## config.mk

```make
export PLATFORM = sky130hd
export DESIGN_NAME = keypad_scanner_flat
export DESIGN_NICKNAME = d
export VERILOG_FILES = /design/src/rtl/keypad_if.sv /design/src/rtl/keypad_scanner.sv /design/src/flat_wrapper.sv
export SDC_FILE = /design/constraint.sdc
export NUM_CORES = 1
export LEC_CHECK = 0
export ABC_CLOCK_PERIOD_IN_PS = 4500
export BUFFER_PORTS_ARGS = -buffer_cell sky130_fd_sc_hd__clkbuf_2
export CAP_MARGIN = 40
export CORE_MARGIN = 1.5
export CORE_UTILIZATION = 63
export DETAILED_ROUTE_END_ITERATION = 10
export GPL_TIMING_DRIVEN = 1
export PLACE_DENSITY_LB_ADDON = 0.25
export SLEW_MARGIN = 20
export SYNTH_ARGS = -nofsm -noshare
export SYNTH_HDL_FRONTEND = slang
export SYNTH_SLANG_ARGS = --single-unit
```

## constraint.sdc

```tcl
create_clock -name FPGA_clock -period 4.5 [get_ports FPGA_clock]
set_input_delay 1.35 -clock FPGA_clock [delete_from_list [all_inputs] [get_ports FPGA_clock]]
set_output_delay 1.35 -clock FPGA_clock [all_outputs]
set_load 0.02 [all_outputs]
```

## src/rtl/keypad_if.sv

```systemverilog
// Keypad-side signal bundle: column sense in, row drive and key event out.
interface keypad_if;
  logic [3:0] key_col;
  logic [3:0] key_row;
  logic [3:0] key_code;
  logic       key_valid;
  logic       key_held;

  modport master (output key_col, input key_row, key_code, key_valid, key_held);
  modport slave  (input key_col, output key_row, key_code, key_valid, key_held);
endinterface

```

## src/rtl/keypad_scanner.sv

```systemverilog
// 4x4 matrix keypad scanner: one-hot active-low row drive, synchronised and
// debounced column sense, one-cycle key event per accepted press.
module keypad_scanner #(
  parameter int CLK_HZ         = 50_000_000,
  parameter int SCAN_HZ        = 1_000,
  parameter int DEBOUNCE_TICKS = 4
) (
  input logic    FPGA_clock,
  input logic    reset,
  keypad_if.slave kp
);
  localparam int DIV = CLK_HZ / SCAN_HZ;
  localparam int TW  = (DIV > 1) ? $clog2(DIV) : 1;
  localparam int CW  = $clog2(DEBOUNCE_TICKS + 1);
  localparam logic [TW-1:0] DIV_LAST = TW'(DIV - 1);
  localparam logic [CW-1:0] DT       = CW'(DEBOUNCE_TICKS);

  localparam logic [1:0] SCAN     = 2'd0;
  localparam logic [1:0] DEBOUNCE = 2'd1;
  localparam logic [1:0] HELD     = 2'd2;

  logic [1:0]    state;
  logic [3:0]    col_m, col_s;
  logic [TW-1:0] tcnt;
  logic          tick;
  logic [1:0]    row, col, pick;
  logic [CW-1:0] cnt, rel;
  logic [3:0]    act;
  logic          col_hit;
  logic [3:0]    code_q;
  logic          valid_q, held_q;

  assign tick    = (tcnt == DIV_LAST);
  assign act     = ~col_s;
  assign col_hit = act[col];

  // Lowest-index active column wins.
  always_comb begin
    pick = 2'd0;
    if      (act[0]) pick = 2'd0;
    else if (act[1]) pick = 2'd1;
    else if (act[2]) pick = 2'd2;
    else if (act[3]) pick = 2'd3;
  end

  always_ff @(posedge FPGA_clock) begin
    if (reset) begin
      state   <= SCAN;
      col_m   <= 4'hF;
      col_s   <= 4'hF;
      tcnt    <= '0;
      row     <= 2'd0;
      col     <= 2'd0;
      cnt     <= '0;
      rel     <= '0;
      code_q  <= 4'h0;
      valid_q <= 1'b0;
      held_q  <= 1'b0;
    end else begin
      valid_q <= 1'b0;
      col_m   <= kp.key_col;
      col_s   <= col_m;
      tcnt    <= tick ? '0 : tcnt + TW'(1);
      if (tick) begin
        case (state)
          SCAN: begin
            if (act == 4'h0) begin
              row <= row + 2'd1;
            end else begin
              col <= pick;
              if (DEBOUNCE_TICKS == 1) begin
                code_q  <= {row, pick};
                valid_q <= 1'b1;
                held_q  <= 1'b1;
                cnt     <= '0;
                state   <= HELD;
              end else begin
                cnt   <= CW'(1);
                state <= DEBOUNCE;
              end
            end
          end
          DEBOUNCE: begin
            if (col_hit) begin
              if (cnt + CW'(1) == DT) begin
                code_q  <= {row, col};
                valid_q <= 1'b1;
                held_q  <= 1'b1;
                cnt     <= '0;
                state   <= HELD;
              end else begin
                cnt <= cnt + CW'(1);
              end
            end else begin
              cnt   <= '0;
              row   <= row + 2'd1;
              state <= SCAN;
            end
          end
          HELD: begin
            // Row stays put on the releasing tick; scanning resumes next tick.
            if (col_hit) begin
              rel <= '0;
            end else if (rel + CW'(1) == DT) begin
              rel    <= '0;
              held_q <= 1'b0;
              state  <= SCAN;
            end else begin
              rel <= rel + CW'(1);
            end
          end
          default: state <= SCAN;
        endcase
      end
    end
  end

  assign kp.key_row   = ~(4'b0001 << row);
  assign kp.key_code  = code_q;
  assign kp.key_valid = valid_q;
  assign kp.key_held  = held_q;
endmodule

```

## src/flat_wrapper.sv

```systemverilog
// flat-port wrapper written by rule: the top's interface ports become plain ports
module keypad_scanner_flat 
#(
  parameter int CLK_HZ         = 50_000_000,
  parameter int SCAN_HZ        = 1_000,
  parameter int DEBOUNCE_TICKS = 4
)
  (FPGA_clock, reset, kp_key_col, kp_key_row, kp_key_code, kp_key_valid, kp_key_held);
  keypad_if kp_i ();
  input logic FPGA_clock;
  input logic reset;
  input wire logic [$bits(kp_i.key_col)-1:0] kp_key_col;
  output wire logic [$bits(kp_i.key_row)-1:0] kp_key_row;
  output wire logic [$bits(kp_i.key_code)-1:0] kp_key_code;
  output wire logic [$bits(kp_i.key_valid)-1:0] kp_key_valid;
  output wire logic [$bits(kp_i.key_held)-1:0] kp_key_held;
  assign kp_i.key_col = kp_key_col;
  assign kp_key_row = kp_i.key_row;
  assign kp_key_code = kp_i.key_code;
  assign kp_key_valid = kp_i.key_valid;
  assign kp_key_held = kp_i.key_held;
  keypad_scanner #(.CLK_HZ(CLK_HZ), .SCAN_HZ(SCAN_HZ), .DEBOUNCE_TICKS(DEBOUNCE_TICKS)) u_core (.FPGA_clock(FPGA_clock), .reset(reset), .kp(kp_i));
endmodule
```

# Word-level counts from Yosys, hierarchy flattened

Cells that the tools add are included.

Output and inout port bits: 10
Register bits: 42
Input port bits: 6
Logic and storage cells: 76

Magnitude comparators: 1
Reduce and logical (&&, ||, !) cells: 13
Shift-type cells: 1
Bitwise operators: 6
$add $sub $neg: 4
Mux-type cells: 27
Equal/unequal tests: 13

Operator list:

| kind                                                        | count |
|---|---|
| two-way mux 2 bit                                           | 11 |
| adder 16 x 1 -> 16 bit (second input constant)              | 1 |
| == test 16 bit (second input constant)                      | 1 |
| two-way mux 3 bit                                           | 5 |
| inequality test 2 x 1 -> 1 bit (second input constant)      | 4 |
| NOT 4 bit                                                   | 2 |
| AND reduction 4 bit                                         | 2 |
| adder 3 x 1 -> 3 bit (second input constant)                | 2 |
| == test 3 bit (second input constant)                       | 2 |
| two-way mux 1 bit                                           | 6 |
| inequality test 2 bit (second input constant)               | 3 |
| case mux 2 bit (3 select lines)                             | 1 |
| case mux 3 bit (2 select lines)                             | 1 |
| AND reduction 3 bit                                         | 2 |
| AND reduction 6 bit                                         | 1 |
| AND reduction 5 bit                                         | 1 |
| zero test 4 bit                                             | 1 |
| NOT 1 bit                                                   | 4 |
| case mux 2 bit (2 select lines)                             | 1 |
| nonzero test 2 bit                                          | 2 |
| OR reduction 4 bit                                          | 1 |
| << shifter 1 x 2 -> 4 bit (first input constant)            | 1 |
| less-than comparator 2 x 3 -> 1 bit (second input constant) | 1 |
| inequality test 3 bit (second input constant)               | 1 |
| other kinds (8)                                             | 8 |

# Logic depth before layout (Yosys ltp)

Gate-level depths: netlist (run 1).

Depth in word-level cells: 5
Gate-level depth with buffers: 6
Gate-level depth less buffers: 5

# Worst setup path before layout (run 1)

Ideal clock, no wire load.

Path kind: reg2out
From: reg u_core.row[0]
To: out kp_key_row[0]
Buffers on the path: 0
Path slack: 2.381 ns
Arrival: 0.769 ns
Required time: 3.150 ns
Stages on the path, launching flop included: 4
Path through: dfxtp_1 inv_1 ha_1 inv_1

Cells in the longest elaborated chain, start to end: 2

RTL lines:

| element                   | RTL line              | text |
|---|---|---|
| start, declared           | keypad_scanner.sv:26  | `logic [1:0] row, col, pick;` |
| start signal, assigned    | keypad_scanner.sv:68  | `row <= row + 2'd1;` |
| start signal, assigned    | keypad_scanner.sv:96  | `row <= row + 2'd1;` |
| << shifter 1 x 2 -> 4 bit | keypad_scanner.sv:118 | `assign kp.key_row = ~(4'b0001 << row);` |
| NOT 4 bit                 | keypad_scanner.sv:118 |  |
| end, declared             | flat_wrapper.sv:13    | `output wire logic [$bits(kp_i.key_row)-1:0] kp_key_row;` |

No other way between the ends.

# Final worst setup path (run 1)

Same ends and word-level chain as after synthesis.

==> impl_summary.md, run 1 <==
Die
The initialized floorplan defines 20 standard-cell rows. The die width is 59.5 µm. For this configuration, the core starts out at a cell density of around 66%. The die height is between 50 and 60 µm. The core outline area is 0.00305 mm². The area enclosed by the die boundary is roughly 0.0035 mm².

For this design the top-level I/O count stands at 16.

Logic synthesis
The synthesized instance count is about 220. The total of warnings raised by yosys is 0. In this run the cell area of the synthesized design comes to 0.00201 mm². The post-synthesis async set-or-reset flop share is 0%. The synthesized design spends more area on one cell type than any other, namely sky130_fd_sc_hd__dfxtp_1.

Ranked by total cell area, the synthesized netlist is headed by sky130_fd_sc_hd__dfxtp_1 42%, sky130_fd_sc_hd__ha_1 5.6%, sky130_fd_sc_hd__a21oi_1 4.0%. The flip-flop and latch count after synthesis is 42. The share of the synthesized area in the top cell type is 41.8%.

The netlist uses between 40 and 50 different library cells. The post-synth net total is 239. The most used flip-flop cell after synthesis is sky130_fd_sc_hd__dfxtp_1. The register area share after synthesis is 41.8%. Yosys mapped a number of flops with a built-in enable equal to 0. The mean post-synth cell area is 8.98 µm².

Cells and area
The final antenna diode count is 0. The filler cells instantiated in the layout total around 250. The area growth from synthesis to layout is 7.15%. The final instance area is ~0.0022 mm². The fraction of layout instances using a drive strength above 1 is between 15 and 20%.

The net count of the finished layout is 252. The multi-input combinational cells in the finished layout cover a total of about 0.0011 mm². Across the whole layout, storage elements account for 841 µm².

GRT
Global routing finished with a remaining overflow of 0. Global routing used 21.6% of the available tracks. The global-route wire length before repair is 5.81 mm. The initial antenna violation count is 0. The number of global-route vias before repair came to 1,347. The maximum number of pins on one net before global-route repair is 36.

Clock network
The post-CTS repair timing setup buffer count is 0. The clock-pin slew reported for the worst setup and hold paths after clock tree synthesis is 0.13 ns. The CTS buffer count is 5.

No sink is reached through more buffers than the 2 on the longest clock path. The clock tree synthesis step divided the H-tree into 2 levels. Clock tree synthesis selected as its root buffer the cell sky130_fd_sc_hd__clkbuf_4. The TritonCTS clock tree is built.

The number of buffers inserted for hold repair after clock tree synthesis is 0. Once the clock tree was built, the resizer swapped 0 gates to a different size. At the later pin of the worst-skew pair, clock insertion delay measures ~0.37 ns. The tree built by TritonCTS fans out to between 40 and 50 sinks.

Critical path
Setup slack on the worst reg-to-reg path comes out at about 2.1 ns. The arrival time at the worst endpoint is 1.31 ns. The worst register-to-register path begins at u_core.tcnt[0].

The worst setup path is captured at an output pin. The start-to-end type of the worst setup path is register to output pin. The number of cells traversed by the worst register-to-register path is 5. The capture point of the worst reg-to-reg path is u_core.row[1].

The data required time of the worst path is 3.15 ns. The worst setup path is launched from a register. The highest net fanout along the worst path is 6.

Timing
The maximum frequency from static timing analysis is 377 MHz. Setup repair after global routing left no endpoint under its margin. Setup violations remaining at the end of the flow were counted as 0.

The portion of the clock cycle consumed by the worst path in the final layout is between 50% and 60%. After routing, the total negative slack on setup checks comes to 0 ns. The max-slew violation total from the final report is 0.

Hold is met by roughly 0.41 ns. The pin slew with the least headroom to its limit is 0.628 ns. Across the routed clock network, the largest skew measured is 0.0125 ns. The smallest clock period supported by the final layout is computed as between 2 and 3 ns. The relative max-transition margin is 57.8%. The final number of hold-violating endpoints is 0.

Hold path
Counting instances, the worst hold path has a depth of 1. The path with the worst hold slack has its endpoint at u_core.col_s[3]. The tightest min-delay check is of the register to register type. The startpoint identified for the worst hold timing path is u_core.col_m[3].

Outcome
The run finished with clean final reports.

Route
Wires add up to 3.54 mm. The first TritonRoute pass finished after 4 iterations. The number of vias per cell after detailed routing is 5.64. In the routed design, unresolved DRC markers number 0.

The detail route stage leaves a number of antenna-violating nets equal to 0. The number of DRC markers in iteration 0 is 95. In the final routed layout, each cell accounts on average for 12.5 µm. The via count is 1,590.

Pwr
Per report_power, the clock group accounts for 31.7% of the total. Of the total power, the share spent switching nets is 24.8%. Cell internal power was estimated by the tool at 0.453 mW. The leakage power is 0.804 nW.

Of the total power, registers draw 63.8%. The power density over the cells is between 200 and 300 mW/mm². VDD sags by at most roughly 0.24 mV. Summed over all nets, the switching power comes to 0.149 mW. The power share of the combinational group is approximately 4.5%.

Placed design
After detailed placement, the total cell area comes to 0.00210 mm². The quantity of I/O buffers inserted on ports is 15. The detailed placer's ending HPWL is 2.45 mm.

The congestion estimate from routability-driven global placement came to 0.795.

Flow run
Max-cap violations in this run came to 0.
-- synthesized netlist by cell type (7+ instances only) --
cell and n:
sky130_fd_sc_hd__a21oi_1 16, sky130_fd_sc_hd__clkbuf_1 8, sky130_fd_sc_hd__dfxtp_1 42, sky130_fd_sc_hd__ha_1 9
sky130_fd_sc_hd__inv_1 11, sky130_fd_sc_hd__nand2_1 7, sky130_fd_sc_hd__nand2b_1 11, sky130_fd_sc_hd__nand3_1 8
sky130_fd_sc_hd__nand4_1 9, sky130_fd_sc_hd__nor2_1 17, sky130_fd_sc_hd__o21ai_0 11, sky130_fd_sc_hd__or2_2 9
sky130_fd_sc_hd__xor2_1 7
-- sequential cells by signal, summed over array words and instances, names as in the netlist --
signal,count
u_core.rel,3
u_core.col,2
u_core.kp.key_code,4
u_core.col_s,4
u_core.state,2
u_core.tcnt,16
u_core.cnt,3
u_core.col_m,4
u_core.kp.key_held,1
u_core.row,2
u_core.kp.key_valid,1
-- worst max-delay path, stage by stage, from the launching register on --
cell and delay (ns):
sky130_fd_sc_hd__dfxtp_1 0.44, sky130_fd_sc_hd__inv_1 0.10, sky130_fd_sc_hd__ha_1 0.20, sky130_fd_sc_hd__inv_1 0.05, sky130_fd_sc_hd__clkbuf_2 0.15
-- worst max-delay path by stage --
stage | start | to | slack [ns] | cells after the start
6_report | u_core.row[0] | kp_key_row[0] | 1.84 | 4
2_1_floorplan | u_core.row[0] | kp_key_row[0] | 2.38 | 3
3_3_place_gp | reset | u_core.state[0] | 1.83 | 3
5_1_grt | u_core.row[0] | kp_key_row[0] | 1.76 | 4
3_5_place_dp | reset | u_core.tcnt[8] | 1.91 | 4
4_1_cts | u_core.row[0] | kp_key_row[0] | 1.83 | 4
-- layout make-up --
type	count	area share [%]
multi-input cells	161	50.0
flip-flops and latches	42	39.0
repair buffers	16	3.83
well taps	44	2.55
inverters	11	1.92
clock buffers	5	1.74
clock inverters	3	0.987
-- layout by cell type, fill, tap and decap left out, types with 2 or more instances in the layout --
master / count
sky130_fd_sc_hd__ha_1: 9
sky130_fd_sc_hd__nor3_1: 3
sky130_fd_sc_hd__clkbuf_2: 15
sky130_fd_sc_hd__clkbuf_4: 5
sky130_fd_sc_hd__nand2b_1: 11
sky130_fd_sc_hd__inv_1: 11
sky130_fd_sc_hd__or4b_2: 2
sky130_fd_sc_hd__or4_1: 4
sky130_fd_sc_hd__dfxtp_1: 42
sky130_fd_sc_hd__o31ai_1: 5
sky130_fd_sc_hd__nand3_1: 8
sky130_fd_sc_hd__xor2_1: 7
sky130_fd_sc_hd__nor4_1: 3
sky130_fd_sc_hd__nand2_1: 7
sky130_fd_sc_hd__a21oi_1: 16
sky130_fd_sc_hd__nand4_1: 9
sky130_fd_sc_hd__a21boi_0: 2
sky130_fd_sc_hd__mux2i_1: 5
sky130_fd_sc_hd__nor2b_1: 3
sky130_fd_sc_hd__and3_1: 2
sky130_fd_sc_hd__nand3b_1: 2
sky130_fd_sc_hd__o21ai_0: 11
sky130_fd_sc_hd__or3_1: 2
sky130_fd_sc_hd__xnor2_1: 4
sky130_fd_sc_hd__and4_1: 3
sky130_fd_sc_hd__nor2_1: 17
sky130_fd_sc_hd__or2_2: 9
sky130_fd_sc_hd__nor3b_1: 2
-- power groups by stage --
stage | clock network [mW] | registers, mW | logic (mW)
2_1_floorplan | 0 | 0.391 | 0.0216
3_3_place_gp | 0 | 0.392 | 0.0260
3_5_place_dp | 0 | 0.392 | 0.0271
4_1_cts | 0.194 | 0.384 | 0.0273
5_1_grt | 0.212 | 0.386 | 0.0313
6_report | 0.191 | 0.384 | 0.0269
-- layer usage --
layer	up-vias	global-route usage (%)	part of all wire (%)
met3	5	3.93	3.2
met1	738	28.0	49
met5	-	0	0
li1	822	-	-
met2	25	34.1	47
met4	0	11.4	1.5
-- cells by family after synthesis --
group / count (synthesis) / synth area share, %
buffers and inverters: 21 / 4.66
adders and majority gates: 9 / 5.60
and+or+nand+nor: 93 / 27.2
AOI/OAI and AO/OA: 42 / 12.3
xor gates and xnor gates: 11 / 4.79
DFF: 42 / 41.8
muxes: 6 / 3.61
-- metrics by stage --
| step | setup slack, ns | utilization, % | power, mW | std cells |
|---|---|---|---|---|
| 4_1_cts | 1.83 | 70.6 | 0.605 | 282 |
| 3_5_place_dp | 1.91 | 68.7 | 0.420 | 274 |
| 3_3_place_gp | 1.83 | 68.4 | 0.418 | 273 |
| 2_1_floorplan | 2.38 | - | 0.413 | 224 |
| 5_1_grt | 1.76 | 70.6 | 0.629 | 282 |
| 6_report | 1.84 | 70.6 | 0.602 | 282 |
(Power assumes the default switching activity.)
==> run 2: changes to the inputs <==
ABC_CLOCK_PERIOD_IN_PS = 2700   (was 4500)
CORE_UTILIZATION = 58   (was 63)
clock period = 2.7 ns   (was 4.5 ns; I/O delays follow)
==> impl_summary.md, run 2 (synthesized netlist as in run 1, its figures left out) <==
Die
The starting density of the core is 60.3%. The die height is a little over 60 µm. The number of placement rows is 21. The die width is 61.9 µm.

The I/O pin count is 16. The die covers 0.00383 mm². The region available for standard cell placement spans between 0.003 and 0.004 mm².

Critical path
STA classifies the critical path startpoint as a register. The capture point of the worst reg-to-reg path is u_core.kp.key_code[3]. Data on the critical path arrives at its endpoint at 1.29 ns.

The endpoint kind of the worst setup timing path is an output pin. The startpoint identified for the worst register-to-register timing path is u_core.col[0]. The worst register-to-register path has a depth of 4. The highest net fanout along the worst path is 6. For the worst setup path, the data required time is 1.89 ns. The flop-to-flop setup slack is 0.61 ns.

The start-to-end type of the worst setup path is register to output pin. The most critical setup path has its startpoint at u_core.row[0].

Route
After detailed routing, the average wire length per cell comes to between 10 and 15 µm. In the routed layout, each cell is associated on average with a via count of 5.60. The number of iterations in the first detailed-routing pass is 4. The detail route stage leaves a number of antenna-violating nets equal to 0. The via count is about 1,600. For this run, design rule violations remaining after detail routing come to 0.

The final wirelength is 3.66 mm. The number of DRC markers in iteration 0 is 96.

Hold path
The kind of path behind the tightest hold check is register to register. The worst hold path begins at u_core.col_m[3]. The depth of the worst hold-timing path is 1. The path with the worst hold slack has its endpoint at u_core.col_s[3].

GRT
The total overflow left after global routing is 0. Entering global routing, the biggest net connects 21 pins. The global-route wire length before repair is 5.89 mm.

The initial antenna violation count was 0. The overall fraction of global-route tracks in use is 21.2%. The number of global-route vias before repair is 1,362.

Cells and area
The finished cells cover 0.00216 mm². Cells fill roughly 65% of the core in the end. The register with the most flip-flops is u_core.tcnt.

The count of filler cells inserted in the layout is between 200 and 300. The flip-flop count of the largest register, all copies and words added is 16. The library cell used most frequently in the layout, excluding fill and tap cells, is sky130_fd_sc_hd__dfxtp_1. The library cells used most frequently in the layout, excluding fill and tap cells, are 42 x sky130_fd_sc_hd__dfxtp_1, 17 x sky130_fd_sc_hd__nor2_1, 16 x sky130_fd_sc_hd__a21oi_1. The final antenna diode count is 0. The area growth from synthesis to layout is 7.34%. The net count of the finished layout is ~250. The fraction of layout instances using a drive strength above 1 is 15.5%.

Placed design
Before CTS, the worst setup slack after placement is between 0.5 and 0.6 ns. The placer congestion estimate is 0.836. Once detailed placement completed, the half-perimeter wirelength came to 2.56 mm. In this run the tool buffered the top-level ports with 15 buffer cells. The instance area after placement is between 0.002 and 0.0025 mm².

Timing
The pin slew with the least headroom to its limit is 0.515 ns. For the final routed database, the setup TNS stands at 0 ns. The max-slew violation total from the final report was 0.

The final critical path takes up 77.7% of the cycle. The final number of hold-violating endpoints was 0. The final setup violation count is 0. Across all hold checks on the routed design, the worst slack comes to 0.417 ns. The maximum frequency from static timing analysis is 476 MHz. Setup repair after global routing left no endpoint under its margin. The smallest setup slack after layout is 0.601 ns.

The final critical-path required period is 2.10 ns. The worst pin sits at a relative slew slack of 65.4%. The clock arrives with 0.0140 ns of skew.

Clock network
The post-cts resize count is 0. The clock-pin slew reported for the worst setup and hold paths after clock tree synthesis is 0.11 ns. The CTS buffer count is 5.

The maximum buffer depth of the clock tree is 2. In this run, post-CTS hold repair placed 0 buffers. The later pin in the worst-skew pair is clocked with a latency of roughly 0.36 ns. TritonCTS built the clock tree.

The post-CTS repair timing setup buffer count is 0. The H-tree was split into 2 levels. Clock tree synthesis found a total of 42 sinks. In this run the clock root is driven by a sky130_fd_sc_hd__clkbuf_4.

Pwr
Across the VDD grid, the largest voltage drop is 0.316 mV. For this design the static power due to leakage is 0.807 nW. For this design the ratio of total power to cell area is 451 mW/mm².

Flow run
The max-capacitance violation count is 0.

Outcome
The flow ran to the end, and the final reports show no timing, DRC or antenna violations.
-- run 2: cell types whose count changed in the layout (fill, tap and decap cells not counted) --
| cell | before | now |
|---|---|---|
| sky130_fd_sc_hd__clkinvlp_4 | 1 | 0 |
| sky130_fd_sc_hd__buf_4 | 1 | 3 |
| sky130_fd_sc_hd__clkinv_4 | 1 | 0 |
| sky130_fd_sc_hd__clkinv_2 | 1 | 0 |
| sky130_fd_sc_hd__clkbuf_1 | 0 | 2 |
-- run 2: final cells by class --
| type | count | area [µm²] | share of cell area [%] |
|---|---|---|---|
| Multi-Input combinational cell | 161 | 1080 | 49.9 |
| Sequential cell | 42 | 841 | 38.9 |
| Timing Repair Buffer | 18 | 97.6 | 4.52 |
| Tap cell | 46 | 57.6 | 2.67 |
| Clock buffer | 7 | 45.0 | 2.09 |
| Inverter | 11 | 41.3 | 1.91 |
-- run 2: critical path, cell delays in order, from the launching register on --
cell and delay, ns:
sky130_fd_sc_hd__dfxtp_1 0.45, sky130_fd_sc_hd__inv_1 0.09, sky130_fd_sc_hd__ha_1 0.19, sky130_fd_sc_hd__inv_1 0.05, sky130_fd_sc_hd__clkbuf_2 0.15
-- run 2: through the flow --
stage                     power [mW]  std cells
after floorplan                0.688        224
after global placement         0.699        277
after detailed placement       0.701        278
after CTS                      0.981        285
after global routing            1.02        285
final                          0.975        285
-- run 2: worst max path at each step --
stage               slack (ns)                    end  cells past startpoint
floorplan                 0.64  u_core.kp.key_code[2]                      6
global placement          0.57        u_core.state[0]                      5
detailed placement        0.59  u_core.kp.key_code[3]                      4
CTS                       0.57  u_core.kp.key_code[3]                      4
global route              0.46          kp_key_row[2]                      4
finish                    0.60          kp_key_row[2]                      4
-- run 2: per-layer routing --
layer | wire length [µm] | GRT usage, % | share of wire, %
met2 | 1700 | 33.1 | 46
met3 | 154 | 4.76 | 4.2
met5 | 0 | 0 | 0
met4 | 79 | 14.0 | 2.2
met1 | 1730 | 26.1 | 47
-- run 2: where the power goes --
group / switching, mW / internal (mW) / leakage [nW] / total, mW
Sequential: 0.00951 / 0.631 / 0.341 / 0.641
Combinational: 0.0238 / 0.0228 / 0.440 / 0.0465
Clock: 0.189 / 0.0983 / 0.0254 / 0.288
Total: 0.223 / 0.752 / 0.807 / 0.975
==> run 3: changes to the inputs <==
ABC_AREA = 1   (was not set)
ABC_CLOCK_PERIOD_IN_PS = 1700   (was 2700)
CORE_UTILIZATION = 53   (was 58)
clock period = 1.7 ns   (was 2.7 ns; I/O delays follow)
==> impl_summary.md, run 3 <==
Outcome
The flow ran to the end, and the final reports show no timing, DRC or antenna violations.

Logic synthesis
Sequential cells were found to cover about two fifths of the synthesized design area. The most used standard cell by instance count after synthesis is sky130_fd_sc_hd__nand2_1. The main flop type after synthesis is sky130_fd_sc_hd__dfxtp_1.

After synthesis, the largest area contributor takes up 39.7% of total cell area. Yosys attributes the largest share of cell area to sky130_fd_sc_hd__dfxtp_1 40%, sky130_fd_sc_hd__nand2_1 10%, sky130_fd_sc_hd__nor2_1 8.5%. Yosys mapped a number of flops with a built-in enable equal to 0. After synthesis, the netlist uses 30 different library cells.

The largest area contributor in the netlist is sky130_fd_sc_hd__dfxtp_1. The post-synthesis async set-or-reset flop share is 0%. The mean post-synth cell area is 7.18 µm². Synthesis handed over a netlist of 295 instances. The number of nets in the synthesized netlist is 310. By count the netlist is led by 59 x sky130_fd_sc_hd__nand2_1, 48 x sky130_fd_sc_hd__nor2_1, 42 x sky130_fd_sc_hd__dfxtp_1. The total of warnings raised by yosys is 0.

The synthesized netlist occupies a cell area of 0.00212 mm². The flip-flop and latch count after synthesis is 42.

Critical path
The count of buffering cells on the critical path with inverters included is 3. The arrival time at the worst endpoint is 1.14 ns. The slowest stage of the critical path is the sky130_fd_sc_hd__dfxtp_2 cell.

The worst setup path is captured at an output pin. The critical path goes through inv_1 -> ha_1 -> inv_1 -> clkbuf_2. The critical path is of the register to output pin type. In this design, the largest share of critical-path delay is due to flip-flops. The peak per-stage delay on the critical path is 0.36 ns. The data required time of the worst path is ~1.2 ns. STA classifies the critical path startpoint as a register.

Along the worst path, the maximum fanout reaches 4. Among the stages of the critical path, the cell type that occurs most often is sky130_fd_sc_hd__inv_1.

Timing
The final critical-path required period is 1.65 ns. The setup TNS is 0 ns. The final setup violation count is 0. The max-slew violation total from the final report is 0. Hold is met by 0.395 ns.

Dividing the final minimum period by the clock period gives 96.8%. The final number of hold-violating endpoints came to 0. The relative max-transition margin is 76.4%.

The post-route clock skew is 0.00783 ns. Derived from the worst setup path, the maximum achievable clock frequency is 607 MHz. The pin slew with the least headroom to its limit is approximately 0.35 ns.

Route
The number of vias per cell after detailed routing is 5.05. In the detailed route, the total length drawn on met3 is 170 µm. The final wirelength is 4.10 mm. The met1 wire length is slightly above 2 mm. The wire length per cell after detailed routing is 11.1 µm. For this run, design rule violations remaining after detail routing come to 0. Wire segments on met2 add up to around 1.8 mm in the final route. For this block, the via count after detailed routing is 1,860.

Signal routing reaches up to met4. The number of DRC markers in iteration 0 is 101. Once detail routing completed, the nets flagged for antenna violations numbered 0. The first TritonRoute pass finished after 4 iterations.

Clock network
For the worst-skew pair, the clock arrives at the later sink with an insertion delay of 0.29 ns. The tree is rooted in a sky130_fd_sc_hd__clkbuf_8. Counting along the longest clock path gives a buffer depth of 2. The clock-pin slew reported for the worst setup and hold paths after clock tree synthesis is 0.08 ns. The TritonCTS clock tree is built. The H-tree was split into 2 levels. The number of clock sinks seen by CTS is 42. The number of hold buffers added after CTS was 0. TritonCTS created 5 clock buffers.

Pwr
Summed over all cells, the static leakage comes to 1.04 nW. In this run switching power makes up 19.1% of total power. Per report_power, the combinational group accounts for approximately 3.4% of the total. The power share of the sequential group is between 40% and 50%. Per report_power, the clock group accounts for 47.4% of the total. In this run the power density over the cells is 837 mW/mm². IR analysis of the VDD net gives a maximum drop of 0.518 mV. The design internal power is 1.65 mW. The power dissipated by switching net loads is approximately 0.39 mW.

Cells and area
The final antenna diode count is 0. Ranked by flip-flop count, first place goes to u_core.tcnt. The flip-flop count of the largest register, all copies and words added is 16. The library cells used most frequently in the layout, excluding fill and tap cells, are 59 x sky130_fd_sc_hd__nand2_1, 48 x sky130_fd_sc_hd__nor2_1, 40 x sky130_fd_sc_hd__dfxtp_1. The post-route netlist has a little under a fifth of its cells at a drive strength greater than 1. The post-layout net count is 334.

The layout has about 350 filler cells. The area growth from synthesis to layout is 15.1%. Leaving out fill and tap cells, the most frequent cell in the layout is sky130_fd_sc_hd__nand2_1.

GRT
The number of global-route vias before repair was approximately 1,700. The global-route wire length before repair is 7.05 mm. The sum of overflow across all layers after global routing is 0. The maximum number of pins on one net before global-route repair is 17. The initial antenna violation count is 0. The overall fraction of global-route tracks in use is about a fifth.

Die
The die is 66.2 µm wide. The core outline area is roughly 0.0037 mm². Once the floorplan was initialized, standard cells occupied 56.6% of the core.

The number of placement rows is 22. The die covers 0.00438 mm². The die height is around 66 µm. During I/O placement, the number of pins put on the boundary was 16.

Placed design
The placer congestion estimate is 0.879. The quantity of I/O buffers inserted on ports is 15. The wire-length estimate of the detail-placed layout is between 2 and 3 mm.

Flow run
The max-capacitance violation count is 0.

Hold path
The kind of path behind the tightest hold check is input port to register.
==> run 3: cell types whose count changed after synthesis, moves of 5 or more <==
cell | previous run | this run
sky130_fd_sc_hd__o31ai_1 | 5 | 0
sky130_fd_sc_hd__mux2i_1 | 5 | 0
sky130_fd_sc_hd__nand2_1 | 7 | 59
sky130_fd_sc_hd__nand3_1 | 8 | 18
sky130_fd_sc_hd__inv_1 | 11 | 35
sky130_fd_sc_hd__nor2_1 | 17 | 48
sky130_fd_sc_hd__nand2b_1 | 11 | 0
sky130_fd_sc_hd__clkbuf_1 | 8 | 2
==> run 3: final timing paths <==
check                  start         endpoint  slack [ns]  depth (start not counted)
max reg2reg    u_core.cnt[0]  u_core.state[1]        0.15                         10
min reg2reg  u_core.col_m[3]  u_core.col_s[3]        0.41                          1
max            u_core.row[0]    kp_key_row[2]        0.05                          4
min            kp_key_col[2]  u_core.col_m[2]        0.39                          2
==> run 3: kinds of logic after synthesis <==
| kind of cell | share of synthesized area [%] |
|---|---|
| buf+inv | 7.80 |
| simple gates | 39.2 |
| fa+ha+maj | 5.32 |
| flops | 39.7 |
| compound gates | 6.68 |
| xor+xnor | 1.24 |
==> run 3: metal layers <==
layer  up-vias  GRT usage, %
li1        981             -
met1       835          26.1
met2        38          34.4
met3         6          5.11
met4         0          6.89
met5         -             0
==> run 3: final cells by class <==
cell class | instances | area (µm²) | share of cell area [%]
clock buffer | 6 | 82.6 | 3.39
clock inverter | 2 | 60.1 | 2.47
inverter | 40 | 150 | 6.16
multi-input combinational | 210 | 1120 | 46.2
sequential | 42 | 846 | 34.7
tap | 48 | 60.1 | 2.47
timing repair buffer | 20 | 113 | 4.62
==> run 3: what timing repair did <==
action,CTS,global route
pin swaps,0,2
resized for setup,1,9
setup endpoints to repair,2,6
buffers inserted,0,1
==> run 3: power by group through the flow <==
stage	logic, mW	registers (mW)	clock network (mW)
5_1_grt	0.0798	1.01	1.02
4_1_cts	0.0688	1.01	0.986
2_1_floorplan	0.0493	1.03	0
6_report	0.0689	1.00	0.967
3_5_place_dp	0.0687	1.03	0
3_3_place_gp	0.0676	1.03	0
==> run 3: stage by stage <==
| stage | util [%] | setup slack, ns | total power [mW] | instance area [µm²] | std cells |
|---|---|---|---|---|---|
| finish | 65.1 | 0.0539 | 2.04 | 2440 | 368 |
| global route | 65.1 | -0.0171 | 2.10 | 2440 | 368 |
| CTS | 64.4 | 0.0225 | 2.06 | 2410 | 367 |
| detailed placement | 60.6 | 0.163 | 1.10 | 2270 | 359 |
| global placement | 60.6 | 0.190 | 1.10 | 2270 | 359 |
| floorplan | - | 0.237 | 1.08 | 2120 | 295 |
